## config.mk

```make
export PLATFORM = sky130hd
export DESIGN_NAME = matmul_seq_ctrl
export DESIGN_NICKNAME = d
export VERILOG_FILES = /design/src/rtl/matmul_seq_ctrl.sv
export SDC_FILE = /design/constraint.sdc
export NUM_CORES = 1
export LEC_CHECK = 0
export ABC_AREA = 1
export CORE_MARGIN = 2
export CORE_UTILIZATION = 63
export CTS_CLUSTER_DIAMETER = 150
export DETAILED_ROUTE_END_ITERATION = 8
export HOLD_SLACK_MARGIN = 0.05
export MAX_ROUTING_LAYER = met4
export PLACE_DENSITY = 0.88
export SLEW_MARGIN = 15
export SYNTH_ARGS = -nofsm -noshare
export SYNTH_HDL_FRONTEND = slang
export SYNTH_SLANG_ARGS = --single-unit
export TNS_END_PERCENT = 5
```

## constraint.sdc

```tcl
create_clock -name clk -period 9.5 [get_ports clk]
set_input_delay 2.375 -clock clk [delete_from_list [all_inputs] [get_ports clk]]
set_output_delay 2.375 -clock clk [all_outputs]
set_load 0.01 [all_outputs]
```

## src/rtl/matmul_seq_ctrl.sv

```systemverilog
// matmul_seq_ctrl: systolic array sequencer.
// Loads A/B operand banks, feeds the skewed wavefront, drains, flags done.
module matmul_seq_ctrl #(
  parameter int M          = 3,
  parameter int K          = 3,
  parameter int P          = 3,
  parameter int DATA_WIDTH = 8,
  parameter int A_AW       = $clog2(M*K),
  parameter int B_AW       = $clog2(K*P)
) (
  input  logic                    clk,
  input  logic                    reset,
  input  logic                    start,
  output logic                    busy,
  output logic                    done,
  output logic                    a_rd_en,
  output logic [A_AW-1:0]         a_addr,
  input  logic [DATA_WIDTH-1:0]   a_rdata,
  output logic                    b_rd_en,
  output logic [B_AW-1:0]         b_addr,
  input  logic [DATA_WIDTH-1:0]   b_rdata,
  output logic                    pe_clear,
  output logic [M*DATA_WIDTH-1:0] a_edge,
  output logic [M-1:0]            a_valid,
  output logic [P*DATA_WIDTH-1:0] b_edge,
  output logic [P-1:0]            b_valid
);

  localparam int DW   = DATA_WIDTH;
  localparam int NA   = M * K;
  localparam int NB   = K * P;
  localparam int L    = (NA > NB) ? NA : NB;
  localparam int F    = K + ((M > P) ? M : P) - 1;
  localparam int D    = M + P - 1;
  localparam int CM1  = (L > F) ? L : F;
  localparam int CMAX = (CM1 > D) ? CM1 : D;
  localparam int CW   = $clog2(CMAX + 1);

  typedef enum logic [2:0] {
    S_IDLE,
    S_CLEAR,
    S_LOAD,
    S_FEED,
    S_DRAIN,
    S_DONE
  } state_t;

  state_t          state_q, state_d;
  logic [CW-1:0]   cnt_q, cnt_d;

  logic [DW-1:0]   a_bank_q [NA];
  logic [DW-1:0]   a_nx     [NA];
  logic [DW-1:0]   b_bank_q [NB];
  logic [DW-1:0]   b_nx     [NB];

  logic            a_cap_q, b_cap_q;
  logic [A_AW-1:0] a_idx_q;
  logic [B_AW-1:0] b_idx_q;

  logic [M*DW-1:0] a_edge_q, a_edge_d;
  logic [M-1:0]    a_vld_q, a_vld_d;
  logic [P*DW-1:0] b_edge_q, b_edge_d;
  logic [P-1:0]    b_vld_q, b_vld_d;

  // State and phase counter register
  always_ff @(posedge clk or negedge reset) begin
    if (!reset) begin
      state_q <= S_IDLE;
      cnt_q   <= '0;
    end else begin
      state_q <= state_d;
      cnt_q   <= cnt_d;
    end
  end

  // Next-state and counter sequencing through the run phases
  always_comb begin
    state_d = state_q;
    cnt_d   = '0;
    unique case (state_q)
      S_IDLE:  if (start) state_d = S_CLEAR;
      S_CLEAR: state_d = S_LOAD;
      S_LOAD:
        if (cnt_q == CW'(L)) state_d = S_FEED;
        else cnt_d = cnt_q + CW'(1);
      S_FEED:
        if (cnt_q == CW'(F - 1)) state_d = S_DRAIN;
        else cnt_d = cnt_q + CW'(1);
      S_DRAIN:
        if (cnt_q == CW'(D - 1)) state_d = S_DONE;
        else cnt_d = cnt_q + CW'(1);
      S_DONE:  state_d = S_IDLE;
      default: state_d = S_IDLE;
    endcase
  end

  // Control strobes and memory read requests decoded from state
  always_comb begin
    busy     = (state_q != S_IDLE);
    done     = (state_q == S_DONE);
    pe_clear = (state_q == S_CLEAR);
    a_rd_en  = 1'b0;
    a_addr   = '0;
    b_rd_en  = 1'b0;
    b_addr   = '0;
    if (state_q == S_LOAD) begin
      if (int'(cnt_q) < NA) begin
        a_rd_en = 1'b1;
        a_addr  = A_AW'(cnt_q);
      end
      if (int'(cnt_q) < NB) begin
        b_rd_en = 1'b1;
        b_addr  = B_AW'(cnt_q);
      end
    end
  end

  // Remember which slot the in-flight read word belongs to
  always_ff @(posedge clk or negedge reset) begin
    if (!reset) begin
      a_cap_q <= 1'b0;
      b_cap_q <= 1'b0;
      a_idx_q <= '0;
      b_idx_q <= '0;
    end else begin
      a_cap_q <= a_rd_en;
      b_cap_q <= b_rd_en;
      a_idx_q <= a_addr;
      b_idx_q <= b_addr;
    end
  end

  // Bank contents including the word arriving this cycle
  always_comb begin
    a_nx = a_bank_q;
    b_nx = b_bank_q;
    if (a_cap_q) a_nx[a_idx_q] = a_rdata;
    if (b_cap_q) b_nx[b_idx_q] = b_rdata;
  end

  // Operand banks keep their contents across reset
  always_ff @(posedge clk) begin
    a_bank_q <= a_nx;
    b_bank_q <= b_nx;
  end

  // Skewed wavefront for the step the next cycle will present
  always_comb begin
    int ka;
    int kb;
    ka       = 0;
    kb       = 0;
    a_edge_d = '0;
    a_vld_d  = '0;
    b_edge_d = '0;
    b_vld_d  = '0;
    if (state_d == S_FEED) begin
      for (int i = 0; i < M; i++) begin
        ka = int'(cnt_d) - i;
        if (ka >= 0 && ka < K) begin
          a_vld_d[i]          = 1'b1;
          a_edge_d[i*DW +: DW] = a_nx[A_AW'(i*K + ka)];
        end
      end
      for (int j = 0; j < P; j++) begin
        kb = int'(cnt_d) - j;
        if (kb >= 0 && kb < K) begin
          b_vld_d[j]          = 1'b1;
          b_edge_d[j*DW +: DW] = b_nx[B_AW'(kb*P + j)];
        end
      end
    end
  end

  // Registered edge lanes
  always_ff @(posedge clk or negedge reset) begin
    if (!reset) begin
      a_edge_q <= '0;
      a_vld_q  <= '0;
      b_edge_q <= '0;
      b_vld_q  <= '0;
    end else begin
      a_edge_q <= a_edge_d;
      a_vld_q  <= a_vld_d;
      b_edge_q <= b_edge_d;
      b_vld_q  <= b_vld_d;
    end
  end

  assign a_edge  = a_edge_q;
  assign a_valid = a_vld_q;
  assign b_edge  = b_edge_q;
  assign b_valid = b_vld_q;

endmodule

```

Yosys cells after proc, flatten, opt, wreduce, memory -nomap -nowiden
Cells that the tools add are included.
- logic and storage cells: 120
- bits of input ports: 19
- output and inout port bits: 67
- register bits after elaboration: 207
- multiply operators: 3
- mux-type cells: 48
- eq/ne operators: 8
- bitwise operators: 7
- reduce and logical (&&, ||, !) cells: 7
- $lt $le $gt $ge: 15
- add/sub/neg operators: 7
- operators by type and width (cell ; count):
    8-bit binary-select mux with 4-bit select ; 6
    8-bit 2-to-1 mux ; 19
    72-bit bitwise mux ; 2
    72-bit 2-to-1 mux ; 2
    24-bit 2-to-1 mux ; 2
    8-bit demux with 4-bit select ; 1
    4-bit by 5-bit >= comparator with 1-bit output (second input constant) ; 6
    4-bit inverter ; 6
    4-bit 2-to-1 mux ; 4
    3-bit 2-to-1 mux ; 5
    3-bit one-hot mux with 5 select lines ; 1
    5-bit by 1-bit >= comparator with 1-bit output (second input constant) ; 2
    5-bit by 3-bit less-than comparator with 1-bit output (second input constant) ; 2
    5-bit by 3-bit multiplier with 4-bit output (second input constant) ; 2
    3-bit by 2-bit equality test with 1-bit output (second input constant) ; 3
    4-bit one-hot mux with 2 select lines ; 1
    3-bit equality test (second input constant) ; 2
    5-bit >= comparator (second input constant) ; 1
    5-bit by 1-bit less-than comparator with 1-bit output (second input constant) ; 1
    1-bit 2-to-1 mux ; 5
    4-bit inverter with 5-bit output ; 1
    4-bit by 1-bit subtractor with 5-bit output (second input constant) ; 1
    4-bit by 2-bit subtractor with 5-bit output (second input constant) ; 1
    3-bit by 4-bit adder with 4-bit output (first input constant) ; 1
    other kinds (15) ; 18

Depth between registers and ports, before layout
Gate-level depths: netlist of the first run.
- depth after elaboration: 12
- gate-level depth with buffers: 26
- gate-level depth less buffers: 23

Worst setup path before layout of the first run
No wires, ideal clock.
- path kind: reg-to-reg
- start point: reg cnt_q[0]
- end point: reg b_edge_q[10], in the netlist b_edge[10]
- period minus slack after synthesis: 3.900 ns
- setup slack: 5.600 ns
- data arrival time: 3.783 ns
- stages on the path, launching flop included: 26
- library setup time: 0.117 ns
- buffers on the path: 3
- required time: 9.383 ns
- cells stage by stage: dfrtp_1 clkinv_1 ha_1 nand3_2 nand3_1 nand2_4 nand2_4 buf_2 buf_2 ha_1 buf_2 nand3_1 nand2_2 ha_1 xnor2_1 nand2_1 nand2_1 clkinv_1 nor2_1 nand3_1 nand2_1 inv_1 nand2_1 nand2_1 nand2_1 nor2_1
- word-level cells in the longest chain between the ends: 12
- elaborated cells on any way between the ends: 23
- those cells by class: add/sub (3); mul (1); order compare (2); eq/ne (3); mux (12); bitwise (1); reduce/logical (1)
- ends and longest elaborated chain (item ; line ; source):
    start: declaration ; 49 ; logic [CW-1:0] cnt_q, cnt_d;
    start signal: assignment ; 72 ; cnt_q <= cnt_d;
    4-bit by 1-bit adder with 4-bit output (tied with other cells) ; 85, 88, 91 ;
    4-bit 2-to-1 mux (on tied branches) ; 87, 90, 84 ;
    4-bit one-hot mux with 2 select lines ; 80 ; unique case (state_q)
    4-bit by 1-bit subtractor with 5-bit output ; 166 ; kb = int'(cnt_d) - j;
    5-bit by 3-bit multiplier with 4-bit output ; 169 ; b_edge_d[j*DW +: DW] = b_nx[B_AW'(kb*P + j)];
    4-bit by 2-bit adder with 4-bit output ; 169 ;
    4-bit inverter (not written as such) ; 169 ;
    8-bit binary-select mux with 4-bit select ; 169 ;
    8-bit 2-to-1 mux (not written as such) (2 in series) ; 169 ;
    8-bit 2-to-1 mux ; 167 ; if (kb >= 0 && kb < K) begin
    24-bit 2-to-1 mux * ; 157 ; if (state_d == S_FEED) begin
    named net b_edge_d[10] ; 62 ; logic [P*DW-1:0] b_edge_q, b_edge_d;
    end signal: assignment ; 185 ; b_edge_q <= b_edge_d;
    end: declaration ; 62 ;
The timed path passes the listed nets; every way through them passes the cells marked *. The select of a mux whose other input is x is not followed.

Worst setup path in the final report of the first run
- start point: reg state_q[0]
- end point: out a_addr[1]
- word-level cells in the longest chain between the ends: 2
- ends and longest elaborated chain (item ; line ; source):
    start: declaration ; 48 ; state_t state_q, state_d;
    start signal: assignment ; 71 ; state_q <= state_d;
    3-bit by 2-bit equality test with 1-bit output ; 106 ; if (state_q == S_LOAD) begin
    4-bit 2-to-1 mux ; 106 ;
    end: declaration ; 17 ; output logic [A_AW-1:0] a_addr,
Every way passes these cells.

==> results of run 1 <==
==> cell usage after synthesis, drive strengths merged <==
cell / number
a221oi: 1
dfxtp: 144
buf: 53
clkinv: 4
ha: 19
nand3: 266
inv: 100
dfrtp: 63
a21oi: 14
fa: 1
clkbuf: 25
o21ai: 119
nor2: 93
nand4: 19
o211ai: 1
a21o: 1
xnor2: 5
nor3: 6
xor2: 2
nand3b: 8
nand2: 598
==> state kept, by name, indices dropped and copies added, names as in the netlist <==
name	count
a_bank_q	72
a_edge	24
b_bank_q	72
b_cap_q	1
b_edge	24
b_idx_q	4
b_valid	3
cnt_q	4
state_q	3
==> cell families after synthesis <==
kind of cell / count (synthesis) / synth area share
flops: 207 / 0.4200
buf+inv: 182 / 0.07790
compound gates: 136 / 0.06494
simple gates: 990 / 0.4071
xor+xnor: 7 / 0.005775
fa+ha+maj: 20 / 0.02428
==> stage by stage <==
step,instances,instance area [sq um]
3_5_place_dp,1775,11350
5_1_grt,1815,12170
2_1_floorplan,1542,10620
6_report,1815,12170
3_3_place_gp,1775,11350
4_1_cts,1815,12170
==> critical path, delay by kind of cell (launching register included) <==
kind,cells,cell delay (ns)
flip-flops,1,0.47
AND/OR/NAND/NOR,2,0.71
buffers and inverters,2,0.83
==> metal layers <==
metal	vias up	share of wire
li1	5033	-
met1	5048	0.36
met2	535	0.50
met3	156	0.063
met4	0	0.073
met5	-	0
==> path summary, 6_finish.rpt <==
kind	to	depth (start not counted)	slack, ns	from
worst min-delay path	b_bank_q[44]$_DFF_P_	2	0.45	b_bank_q[44]$_DFF_P_
min in group asynchronous	b_idx_q[2]$_DFF_PN0_	2	2.02	reset
worst min register to register	b_bank_q[44]$_DFF_P_	2	0.45	b_bank_q[44]$_DFF_P_
max in group asynchronous	a_edge[7]$_DFF_PN0_	2	6.85	reset
worst max-delay path	a_addr[1]	4	4.59	state_q[0]$_DFF_PN0_
worst max register to register	a_edge[14]$_DFF_PN0_	18	4.63	cnt_q[0]$_DFF_PN0_
==> final cells by class <==
cell class,count,area (sq um)
repair buffers,91,890.9
fillers,1338,4350
clock buffers,25,581.8
multi-input cells,1153,5333
well taps,220,275.3
clock inverters,15,244.0
flip-flops and latches,207,4459
inverters,104,390.4
==> results.toml, run 1 <==
[drt]
drc = 0
drtIter0Drc = 1112
viasPerCell = 5.935
wl_per_cell_um = 18.28
wl_um = 33180
first_pass_iters = 6
final_antenna_net_count = 0
vias = 10770

[clock_network]
cts_hold_buf = 0
cts_setup_buffers = 0
clock_path_buffers = 3
ctsRootBufferMaster = "clkbuf_16"
clk_pin_slew_ns = 0.06
cts_buffers = 22
cts_resized = 0
tritoncts = "done"
cts_sinks = 207
worstSkewPairLatency_ns = 0.52
cts_max_level = 1

[setup_path]
criticalPathCategory = "reg -> out"
worstSetupEndpointType = "output pin"
crit_path_max_fanout = 7
crit_slowest_cell = "clkdlybuf4s50_1"
worst-endpoint-required_ns = 7.13
crit_arrival_ns = 2.53
slowest_delay_ns = 0.62
cp-start-kind = "register"
crit_chain = "nor3_4, inv_1, nor3_1, clkdlybuf4s50_1"

[final_layout]
layout-area-overhead-vs-synth_pct = 14.67
drive_gt1_frac = 0.06019
final_util = 0.7367
final_common_cell = "nand2_1"
final_cell_mix = "577 x nand2_1, 260 x nand3_1, 144 x dfxtp_1"
fin_nets = 1618
diodes = 0

[synth]
synth_area_leaders = "dfxtp_1 27%, nand2_1 20%, dfrtp_1 15%, nand3_1 12%, o21ai_0 3.3%"
synth_top_area_frac = 0.2715
syn_nets = 1581
synth_area_sq_um = 10620
yosysTopAreaCell = "dfxtp_1"
yosysWarnings = 0
syn_inst = 1542
ys_types = 33
syn_avg_cell_area_sq_um = 6.885
synth-seq-area-share = 0.4200
ys_seq_elements = 207

[timing]
max_slew_margin = 0.1959
post-route-period-util = 0.5166
period_needed_ns = 4.907
fin_tns_setup_ns = 0
finalHoldViolCount = 0
grt_setup_unrepaired = "false"
slew_violations = 0
max_freq_mhz = 203.8
fin_hold_ws_ns = 0.4461
fin_worst_skew_ns = 0.02319
fin_ws_ns = 4.593
worst_pin_slew_ns = 1.203
setup_viol = 0

[die]
core.rowCount = 47
die_x_um = 133.8
start_util = 0.6425
die_area_sq_um = 17910
die_h_um = 133.8
io_pins = 86
core_sq_um = 16520

[global_routing]
grt_pass1_wl_um = 52700
met2_usage = 0.6678
grt.busiest_layer = "met2"
gr-total-overflow = 0
grt_pass1_vias = 10270
track_usage = 0.3844
grt.met1_usage = 0.4170
grt_util_met3 = 0.04119
grt_max_degree = 92
antenna_found_initial = 0

[place]
gp_congestion = 0.9714
hpwlAfterDp_um = 22670
io_buffers = 85
pre_cts_ws_ns = 4.800

[run]
maxCapViolations = 0

[outcome]
status = "completed"

[worst_hold_path]
holdCritPathClass = "reg -> reg"
Power of run 1 is left out: the tool's default activity adds up to more than one toggle a clock period on the data nets, which glitch-free logic cannot reach.
==> inputs of run 2 (changes only) <==
- CORE_UTILIZATION: 63 -> 53
- PLACE_DENSITY: 0.88 -> 0.8
- clock period: 9.5 -> 4.27 ns (I/O delays scaled with it)
==> run 2 against run 1 <==
  * Setup slack worse by 4.2 ns
  * Clock skew is 0.0092 ns lower
  * Hold slack hardly changed
  * Non-clock buffer count is 15 higher
  * Design area is 0.86% higher
  * Critical path depth is 15 higher
  * Largest cell class unchanged
==> results.toml, run 2 (synthesis results as in run 1) <==
[timing]
grt_setup_unrepaired = "false"
max_freq_mhz = 255.7
post-route-period-util = 0.9160
period_needed_ns = 3.911
fin_tns_setup_ns = 0
finalHoldViolCount = 0
fin_worst_skew_ns = 0.01398
setup_viol = 0
slew_violations = 0
worst_pin_slew_ns = 0.9206
max_slew_margin = 0.3844

[setup_path]
worst_r2r_path_depth = 19
worstSetupEndpointType = "register"
worst-endpoint-required_ns = 4.72
crit_path_max_fanout = 31
crit_slowest_cell = "inv_2"
crit_chain = "inv_1, ha_1, nand3_1, nand3_2, nand2_4, inv_2, ha_1, nand2_1, nand2_1, nand2_1, nand2_2, nand3_1, a21oi_1, ha_1, inv_1, nor2_2, buf_4, nand2_1, nor2_1"
rr_endpoint = "a_edge[13]$_DFF_PN0_"
cp-start-kind = "register"
slowest_delay_ns = 0.47
crit_arrival_ns = 4.36
cp-startpoint = "cnt_q[1]$_DFF_PN0_"
path_common_cell = "nand2_1"
reg2reg_from = "cnt_q[1]$_DFF_PN0_"
criticalPathCategory = "reg -> reg"
rrSetupSlack_ns = 0.36

[die]
core_sq_um = 19590
die_x_um = 145.5
die_area_sq_um = 21180
io_pins = 86
die_h_um = 145.5
core.rowCount = 51
start_util = 0.5419

[outcome]
status = "completed"

[global_routing]
antenna_found_initial = 0
grt_pass1_vias = 10210
track_usage = 0.3198
gr-total-overflow = 0
grt_max_degree = 92
grt_pass1_wl_um = 52520

[run]
maxCapViolations = 0

[final_layout]
top_regs = "a_bank_q (72), b_bank_q (72)"
fin_nets = 1634
diodes = 0
drive_gt1_frac = 0.06576
final_cell_mix = "577 x nand2_1, 260 x nand3_1, 144 x dfxtp_1"
layout-area-overhead-vs-synth_pct = 15.66
fill_cells = 1825
final_common_cell = "nand2_1"

[drt]
viasPerCell = 5.622
drc = 0
final_antenna_net_count = 0
wl_per_cell_um = 17.72
vias = 10550
wl_um = 33260
first_pass_iters = 6
drtIter0Drc = 909

[place]
gp_congestion = 0.9454
io_buffers = 85
hpwlAfterDp_um = 23200

[clock_network]
cts_max_level = 1
clock_path_buffers = 3
cts_buffers = 23
clk_pin_slew_ns = 0.06
ctsRootBufferMaster = "clkbuf_16"
worstSkewPairLatency_ns = 0.52
cts_sinks = 207
tritoncts = "done"
cts_hold_buf = 0

[worst_hold_path]
hp-start = "a_bank_q[37]$_DFF_P_"
holdCritPathClass = "reg -> reg"
hold_end = "a_bank_q[37]$_DFF_P_"
whs_path_depth = 2
-- run 2: final cells by class --
type,count,area (sq um),share of cell area
Multi-Input combinational cell,1153,5338,0.4347
Sequential cell,207,4459,0.3632
Timing Repair Buffer,106,1007,0.08203
Clock buffer,34,646.9,0.05268
Inverter,104,390.4,0.03179
Tap cell,265,331.6,0.02700
Clock inverter,8,106.4,0.008661
-- run 2: critical path, delay by kind of cell, from the launching register on --
family                     cells  cell delay, ns
DFF                            1            0.40
AOI/OAI and AO/OA              1            0.15
adders and majority gates      3            0.61
buffers and inverters          4            0.90
and+or+nand+nor               11            1.75
-- run 2: repair_timing --
item,in CTS,in global routing
gates resized for setup,0,3
setup buffers,0,0
setup endpoints to repair,0,8
-- run 2: per-stage QoR --
stage	utilization	hold slack [ns]	setup slack, ns	area, sq um	cells
detailed placement	0.5878	0.4329	0.3718	11510	1835
CTS	0.6262	0.4471	0.3760	12270	1877
global placement	0.5878	0.4259	0.4952	11510	1835
floorplan	-	0.4157	0.3701	10620	1542
global route	0.6268	0.4695	0.06189	12280	1877
finish	0.6268	0.4459	0.3587	12280	1877
-- run 2: worst max-delay path by stage --
stage                            to  slack [ns]  cells past startpoint
2_1_floorplan  b_edge[10]$_DFF_PN0_        0.37                     25
5_1_grt        b_edge[13]$_DFF_PN0_        0.06                     23
3_3_place_gp   b_edge[12]$_DFF_PN0_        0.50                     20
6_report       a_edge[13]$_DFF_PN0_        0.36                     19
4_1_cts        b_edge[12]$_DFF_PN0_        0.38                     20
3_5_place_dp   b_edge[12]$_DFF_PN0_        0.37                     20
-- run 2: routing by layer --
metal	part of all wire	GRT usage	wire, um
met1	0.37	0.3484	12260
met2	0.49	0.5507	16400
met3	0.059	0.03730	1947
met4	0.080	0.2137	2656
met5	0	-	0
Power of run 2 is left out for the same reason.
